[src/rtl/phase_accumulator.sv]
// NCO phase generator: accumulates a frequency word, adds a phase offset and streams the truncated phase.
// Optional truncation dither is enabled by defining PHASE_ACC_DITHER_EN.
module phase_accumulator #(
  parameter int                PHASE_DW    = 16,
  parameter int                ACC_DW      = 32,
  parameter logic [ACC_DW-1:0] FREQ_INIT   = {ACC_DW{1'b0}},
  parameter logic [ACC_DW-1:0] OFFSET_INIT = {ACC_DW{1'b0}}
) (
  input  logic                  clk,
  input  logic                  reset_n,
  input  logic                  enable,
  input  logic                  sync_clear,
  input  logic [2*ACC_DW-1:0]   s_axis_cfg_tdata,
  input  logic                  s_axis_cfg_tvalid,
  output logic                  s_axis_cfg_tready,
  output logic [PHASE_DW-1:0]   m_axis_phase_tdata,
  output logic                  m_axis_phase_tvalid,
  input  logic                  m_axis_phase_tready
);

  logic [ACC_DW-1:0]   acc_r;
  logic [ACC_DW-1:0]   freq_r;
  logic [ACC_DW-1:0]   offset_r;
  logic [PHASE_DW-1:0] tdata_r;
  logic                tvalid_r;
  logic                cfg_ready_r;

  logic                adv_s;
  logic                cfg_fire_s;
  logic [ACC_DW-1:0]   dither_s;
  logic [ACC_DW-1:0]   phase_sum_s;
  logic [PHASE_DW-1:0] phase_trunc_s;

  assign adv_s      = enable && (!tvalid_r || m_axis_phase_tready);
  assign cfg_fire_s = s_axis_cfg_tvalid && cfg_ready_r;

`ifdef PHASE_ACC_DITHER_EN
  localparam int DITH_W = ((ACC_DW - PHASE_DW) < 16) ? (ACC_DW - PHASE_DW) : 16;

  logic [15:0] lfsr_r;

  // Right-shifting Galois form of x^16+x^14+x^13+x^11+1
  function automatic logic [15:0] lfsr_step(input logic [15:0] v);
    lfsr_step = v[0] ? ((v >> 1) ^ 16'hB400) : (v >> 1);
  endfunction

  if (DITH_W > 0) begin : g_dither
    // Place the LFSR's top bits just below the retained phase bits
    always_comb begin
      dither_s = {ACC_DW{1'b0}};
      dither_s[ACC_DW-PHASE_DW-1 -: DITH_W] = lfsr_r[15 -: DITH_W];
    end
  end else begin : g_no_dither
    assign dither_s = {ACC_DW{1'b0}};
  end

  // Dither sequence advances once per produced sample
  always_ff @(posedge clk or negedge reset_n) begin
    if (!reset_n) begin
      lfsr_r <= 16'hACE1;
    end else if (adv_s && !sync_clear) begin
      lfsr_r <= lfsr_step(lfsr_r);
    end
  end
`else
  assign dither_s = {ACC_DW{1'b0}};
`endif

  assign phase_sum_s   = acc_r + offset_r + dither_s;
  assign phase_trunc_s = PHASE_DW'(phase_sum_s >> (ACC_DW - PHASE_DW));

  // Output stage and accumulator; a stalled beat is never touched except by clear
  always_ff @(posedge clk or negedge reset_n) begin
    if (!reset_n) begin
      acc_r    <= {ACC_DW{1'b0}};
      tdata_r  <= {PHASE_DW{1'b0}};
      tvalid_r <= 1'b0;
    end else if (sync_clear) begin
      acc_r    <= {ACC_DW{1'b0}};
      tvalid_r <= 1'b0;
    end else if (adv_s) begin
      tdata_r  <= phase_trunc_s;
      tvalid_r <= 1'b1;
      acc_r    <= acc_r + freq_r;
    end else if (!tvalid_r || m_axis_phase_tready) begin
      tvalid_r <= 1'b0;
    end
  end

  // Config port is always ready once out of reset; new values take effect from the next sample
  always_ff @(posedge clk or negedge reset_n) begin
    if (!reset_n) begin
      freq_r      <= FREQ_INIT;
      offset_r    <= OFFSET_INIT;
      cfg_ready_r <= 1'b0;
    end else begin
      cfg_ready_r <= 1'b1;
      if (cfg_fire_s) begin
        freq_r   <= s_axis_cfg_tdata[ACC_DW-1:0];
        offset_r <= s_axis_cfg_tdata[2*ACC_DW-1:ACC_DW];
      end
    end
  end

  assign s_axis_cfg_tready   = cfg_ready_r;
  assign m_axis_phase_tdata  = tdata_r;
  assign m_axis_phase_tvalid = tvalid_r;

endmodule
[config.mk]
export PLATFORM = sky130hd
export DESIGN_NAME = phase_accumulator
export DESIGN_NICKNAME = d
export VERILOG_FILES = /design/src/rtl/phase_accumulator.sv
export SDC_FILE = /design/constraint.sdc
export NUM_CORES = 1
export LEC_CHECK = 0
export BUFFER_PORTS_ARGS = -buffer_cell sky130_fd_sc_hd__buf_2
export CELL_PAD_IN_SITES_DETAIL_PLACEMENT = 2
export CELL_PAD_IN_SITES_GLOBAL_PLACEMENT = 2
export CORE_AREA = 2 2 137 139
export DETAILED_ROUTE_END_ITERATION = 10
export DIE_AREA = 0 0 139 141
export PLACE_DENSITY_LB_ADDON = 0.1
export SLEW_MARGIN = 10
export SYNTH_ARGS = -nofsm -noshare
export SYNTH_HDL_FRONTEND = slang
export SYNTH_SLANG_ARGS = --single-unit
[constraint.sdc]
create_clock -name clk -period 6.7 [get_ports clk]
set_input_delay 0.67 -clock clk [delete_from_list [all_inputs] [get_ports clk]]
set_output_delay 0.67 -clock clk [all_outputs]
set_load 0.02 [all_outputs]
# [Yosys cells after proc, flatten, opt, wreduce, memory -nomap -nowiden]
# Cells that the tools add are included.
[totals] output_inout_bits=18 in_bits=70 ram_bits=0 latch_bits=0 mem_bits_ro=0 wordCells=21 memories=0 regBits=114
[op_classes] n_div=0 n_reduce_logical=7 mux=5 n_mul=0 order_cmp=0 add_sub_neg=2 eq_ne=0 n_shift=0 bitwise=1
[op_table] cell="adder 32 bit" n=2
[op_table] cell="two-way mux 32 bit" n=2
[op_table] cell="two-way mux 1 bit" n=3
[op_table] cell="nonzero test 3 bit" n=1
[op_table] cell="logical AND 1 bit" n=2
[op_table] cell="AND reduction 2 bit" n=1
[op_table] cell="nonzero test 2 bit" n=1
[op_table] cell="logical NOT 1 bit" n=1
[op_table] cell="logical OR 1 bit" n=1
[op_table] cell="NOT 1 bit" n=1

# [Logic depth before layout (Yosys ltp)]
[logic_depth] word_depth=5 mapped_depth=11 ltp_nobuf=11

# [Least setup slack after synthesis]
# OpenSTA, ideal clock, no wires.
[synth_path] path_kind="register to register" startpoint="register acc_r[1]" endpoint="register acc_r[25]" n_path_buf=0 path_stages_with_launch=10 setup_time_ps=144 arrival_ps=2421 setup_slack_ps=4135 path_cell_list="dfrtp_1 -> ha_1 -> a211oi_2 -> o21a_2 -> nor3b_2 -> o2111a_2 -> or4b_4 -> and3_4 -> o2111ai_2 -> o311ai_2"
[synth_between] elab_chain_len=3
[synth_rtl] item="start: declaration" line="21" rtl="logic [ACC_DW-1:0] acc_r;"
[synth_rtl] item="start signal: assignment" line="75" rtl="acc_r <= {ACC_DW{1'b0}};"
[synth_rtl] item="start signal: assignment" line="79" rtl="acc_r <= {ACC_DW{1'b0}};"
[synth_rtl] item="start signal: assignment" line="84" rtl="acc_r <= acc_r + freq_r;"
[synth_rtl] item="adder 32 bit" line="84"
[synth_rtl] item="two-way mux 32 bit" line="81" rtl="end else if (adv_s) begin"
[synth_rtl] item="two-way mux 32 bit" line="78" rtl="end else if (sync_clear) begin"
# No other way between the ends. The select of a mux whose other input is x is not followed.
# A chain may end at the register's enable or synchronous reset.

# [Worst setup path after layout]
[layout_path] startpoint="register acc_r[15]" endpoint="register tdata_r[8], in the netlist m_axis_phase_tdata[8]"
[layout_between] elab_chain_len=1
[layout_rtl] item="adder 32 bit" line="69" rtl="assign phase_sum_s = acc_r + offset_r + dither_s;"
[layout_rtl] item="end signal: assignment" line="76" rtl="tdata_r <= {PHASE_DW{1'b0}};"
[layout_rtl] item="end signal: assignment" line="82" rtl="tdata_r <= phase_trunc_s;"
[layout_rtl] item="end: declaration" line="24" rtl="logic [PHASE_DW-1:0] tdata_r;"
# No other way between the ends.

==> impl_metrics.py <==
metrics = {
    "floorplan": {
        "start_util": 0.389,
        "die_height_microns": 141,
        "core_area_sq_mm": 0.0183,
        "dieArea_sq_mm": 0.0196,
        "die_x_microns": 139,
        "io_pins": 88,
        "rows": 50,
    },
    "synth": {
        "synthArstFlopShare": 1.00,
        "avgSynthCellArea_sq_um": 9.80,
        "synth_common_cells": "dfrtp_1, nand2_1, a21oi_1",
        "synth-main-ff-cell": "dfrtp_1",
        "yosys_register_bits": 114,
        "seq_area_frac_synth": 0.402,
        "syn-num-nets": 857,
        "yosysTopAreaCell": "dfrtp_1",
        "synth_top_area_share": 0.402,
        "yosysUniqueCellTypes": 64,
        "synth.area.top_cells": "dfrtp_1, ha_1, mux2_2, a21oi_1, nand2_1",
        "synth_area_sq_mm": 0.00710,
        "yosys_warnings": 0,
        "synthCells": 725,
        "synth-edff-count": 0,
        "yosysMostFrequentCell": "dfrtp_1",
    },
    "status": {
        "status": "complete, no violations",
    },
    "layout": {
        "multi_input_area_sq_mm": 0.00406,
        "final_core_util": 0.463,
        "ff_latch_area_sq_mm": 0.00285,
        "fill_cells": 1960,
        "diodes": 0,
        "area_growth_pct": 19.0,
        "finish.instance_area_sq_mm": 0.00845,
        "nets": 940,
        "final_layout_size_suffix_gt1_frac": 0.257,
    },
    "timing": {
        "min_period_ns": 3.35,
        "hold-worst-slack_ns": 0.255,
        "setup_slack_ns": 3.35,
        "relSlewSlack": 0.369,
        "hold_viol_final": 0,
        "drv_slew": 0,
        "worstMarginPinSlew_ns": 0.945,
        "fmax_mhz": 298,
        "rsz0062_at_grt": "false",
        "clock_skew_ns": 0.00749,
        "fin_setup_tns_ns": 0,
        "fin_crit_sh": 0.500,
        "setup_viol": 0,
    },
    "placed_design": {
        "portBuffers": 87,
        "place_ws_ns": 3.46,
        "placed_area_sq_mm": 0.00777,
        "dp_hpwl_microns": 15500,
        "gp_congestion": 0.805,
    },
    "min_path": {
        "hp-class": "in2async",
    },
    "global_routing": {
        "grt_usage": 0.234,
        "grt_pass1_wl_microns": 36200,
        "grt_overflow_total": 0,
        "grt_antenna_before_repair": 0,
        "grt_max_degree": 69,
        "grt_pass1_vias": 6763,
    },
    "routing": {
        "detail_route.wl_per_cell_microns": 20.8,
        "via_per_inst": 5.72,
        "firstDrtPassIters": 4,
        "wirelength_microns": 22000,
        "drtIter0Drc": 191,
        "antenna_left": 0,
        "drc": 0,
        "num_vias": 6035,
    },
    "worst_setup_path": {
        "path_cells": "ha_1 > nand3_1 > nor4_1 > o21ai_0 > a31oi_2 > o211ai_1 > a21boi_0 > o21ai_0 > a41o_1",
        "cp_max_fo": 5,
        "cp.required_ns": 7.01,
        "crit_top_cell": "o21ai_0",
        "worst-setup-path-type": "reg2reg",
        "start_kind": "flop",
        "critical_path_arrival_ns": 3.66,
        "r2r_end": "m_axis_phase_tdata[8]$_DFFE_PN0P_",
        "worstReg2RegStart": "acc_r[15]$_DFFE_PN0P_",
        "end_kind": "flop",
        "critPathSlowestCell": "nor4_1",
        "critPathMaxStageDelay_ns": 0.56,
        "worst-r2r-cell-count": 9,
        "r2r_setup_slack_ns": 3.35,
    },
    "cts": {
        "path_clk_slew_ns": 0.06,
        "cts_resized": 0,
        "post_cts_buffers": 0,
        "clockBufferDepth": 2,
        "cts_buffers": 17,
        "cts_tree": "built",
        "cts_hold_buf": 0,
        "clk_latency_ns": 0.43,
        "htree_levels": 4,
        "cts_sinks": 114,
        "cts-root-buf": "clkbuf_16",
    },
    "run": {
        "max_cap_viol_count": 0,
    },
    "power_and_ir_drop": {
        "leakage_nw": 3.94,
        "peakVddDrop_uv": 187,
        "powerDensity_mw_per_mm2": 355,
    },
}
## area by class of cell
cell class	instances	share of cell area
clock inverters	8	0.0201
multi-input cells	558	0.480
repair buffers	92	0.0563
flip-flops and latches	114	0.338
clock buffers	24	0.0605
well taps	234	0.0346
inverters	25	0.0111
## registers in the layout (all words and copies together) (netlist names)
name	count
m_axis_phase_tdata	16
s_axis_cfg_tready	1
freq_r	32
acc_r	32
m_axis_phase_tvalid	1
offset_r	32
## per-stage QoR
step           cells  total power [mW]
6_report        1055              3.00
5_1_grt         1055              3.19
4_1_cts         1055              3.03
3_5_place_dp    1023              1.94
3_3_place_gp    1023              1.88
2_1_floorplan    725              1.62
## worst max-delay path: cells and delay by family, from the launching register on
kind	cells	cell delay [ns]
simple gates	2	0.72
flops	1	0.40
fa+ha+maj	1	0.36
compound gates	6	1.75
## where the power goes
part	switching (mW)	internal (mW)	total (mW)
sequential	0.101	0.821	0.922
combinational	0.610	0.409	1.02
clock	0.340	0.719	1.06
## cell families after synthesis
family                   count (synthesis)  synth area share
AND/OR/NAND/NOR                        194             0.132
flip-flops                             114             0.402
AO/OA/AOI/OAI                          216             0.200
XOR/XNOR                                19            0.0234
buffers and inverters                   53            0.0280
other                                    1          0.000528
multiplexers                            66             0.104
adder cells (fa/ha/maj)                 62             0.110
## worst max path at each step
stage                     depth (start not counted)                                  to             startpoint
final                                             9   m_axis_phase_tdata[8]$_DFFE_PN0P_  acc_r[15]$_DFFE_PN0P_
after global routing                              9  m_axis_phase_tdata[14]$_DFFE_PN0P_  acc_r[15]$_DFFE_PN0P_
after CTS                                         9  m_axis_phase_tdata[14]$_DFFE_PN0P_  acc_r[16]$_DFFE_PN0P_
after detailed placement                          9  m_axis_phase_tdata[14]$_DFFE_PN0P_  acc_r[16]$_DFFE_PN0P_
after global placement                            9  m_axis_phase_tdata[12]$_DFFE_PN0P_  acc_r[16]$_DFFE_PN0P_
after floorplan                                   9               acc_r[25]$_DFFE_PN0P_   acc_r[1]$_DFFE_PN0P_
## routing by layer
layer	track usage	vias up	share of wire
met5	0	-	0
met4	0.0840	0	0.024
met3	0.0428	40	0.031
met2	0.410	102	0.50
met1	0.290	3056	0.44
li1	-	2837	-
## placed cells by master, fill, tap and decap left out, types with 6 or more instances in the layout
master | Yosys | final
a21oi_1 | 66 | 66
buf_4 | 0 | 6
dfrtp_1 | 114 | 114
nor2_1 | 33 | 33
o21a_1 | 10 | 10
o31ai_1 | 11 | 11
nor3_1 | 18 | 18
ha_1 | 61 | 61
clkbuf_16 | 0 | 17
a21o_1 | 17 | 17
nand4_1 | 11 | 11
o211ai_1 | 13 | 13
nand2_1 | 69 | 68
nand3_1 | 23 | 23
and2_1 | 7 | 7
o21ai_0 | 44 | 44
mux2_2 | 65 | 65
buf_2 | 0 | 86
inv_1 | 25 | 25
xnor2_1 | 14 | 14
clkbuf_8 | 0 | 6
No activity file was read; power rests on OpenSTA's default activity.
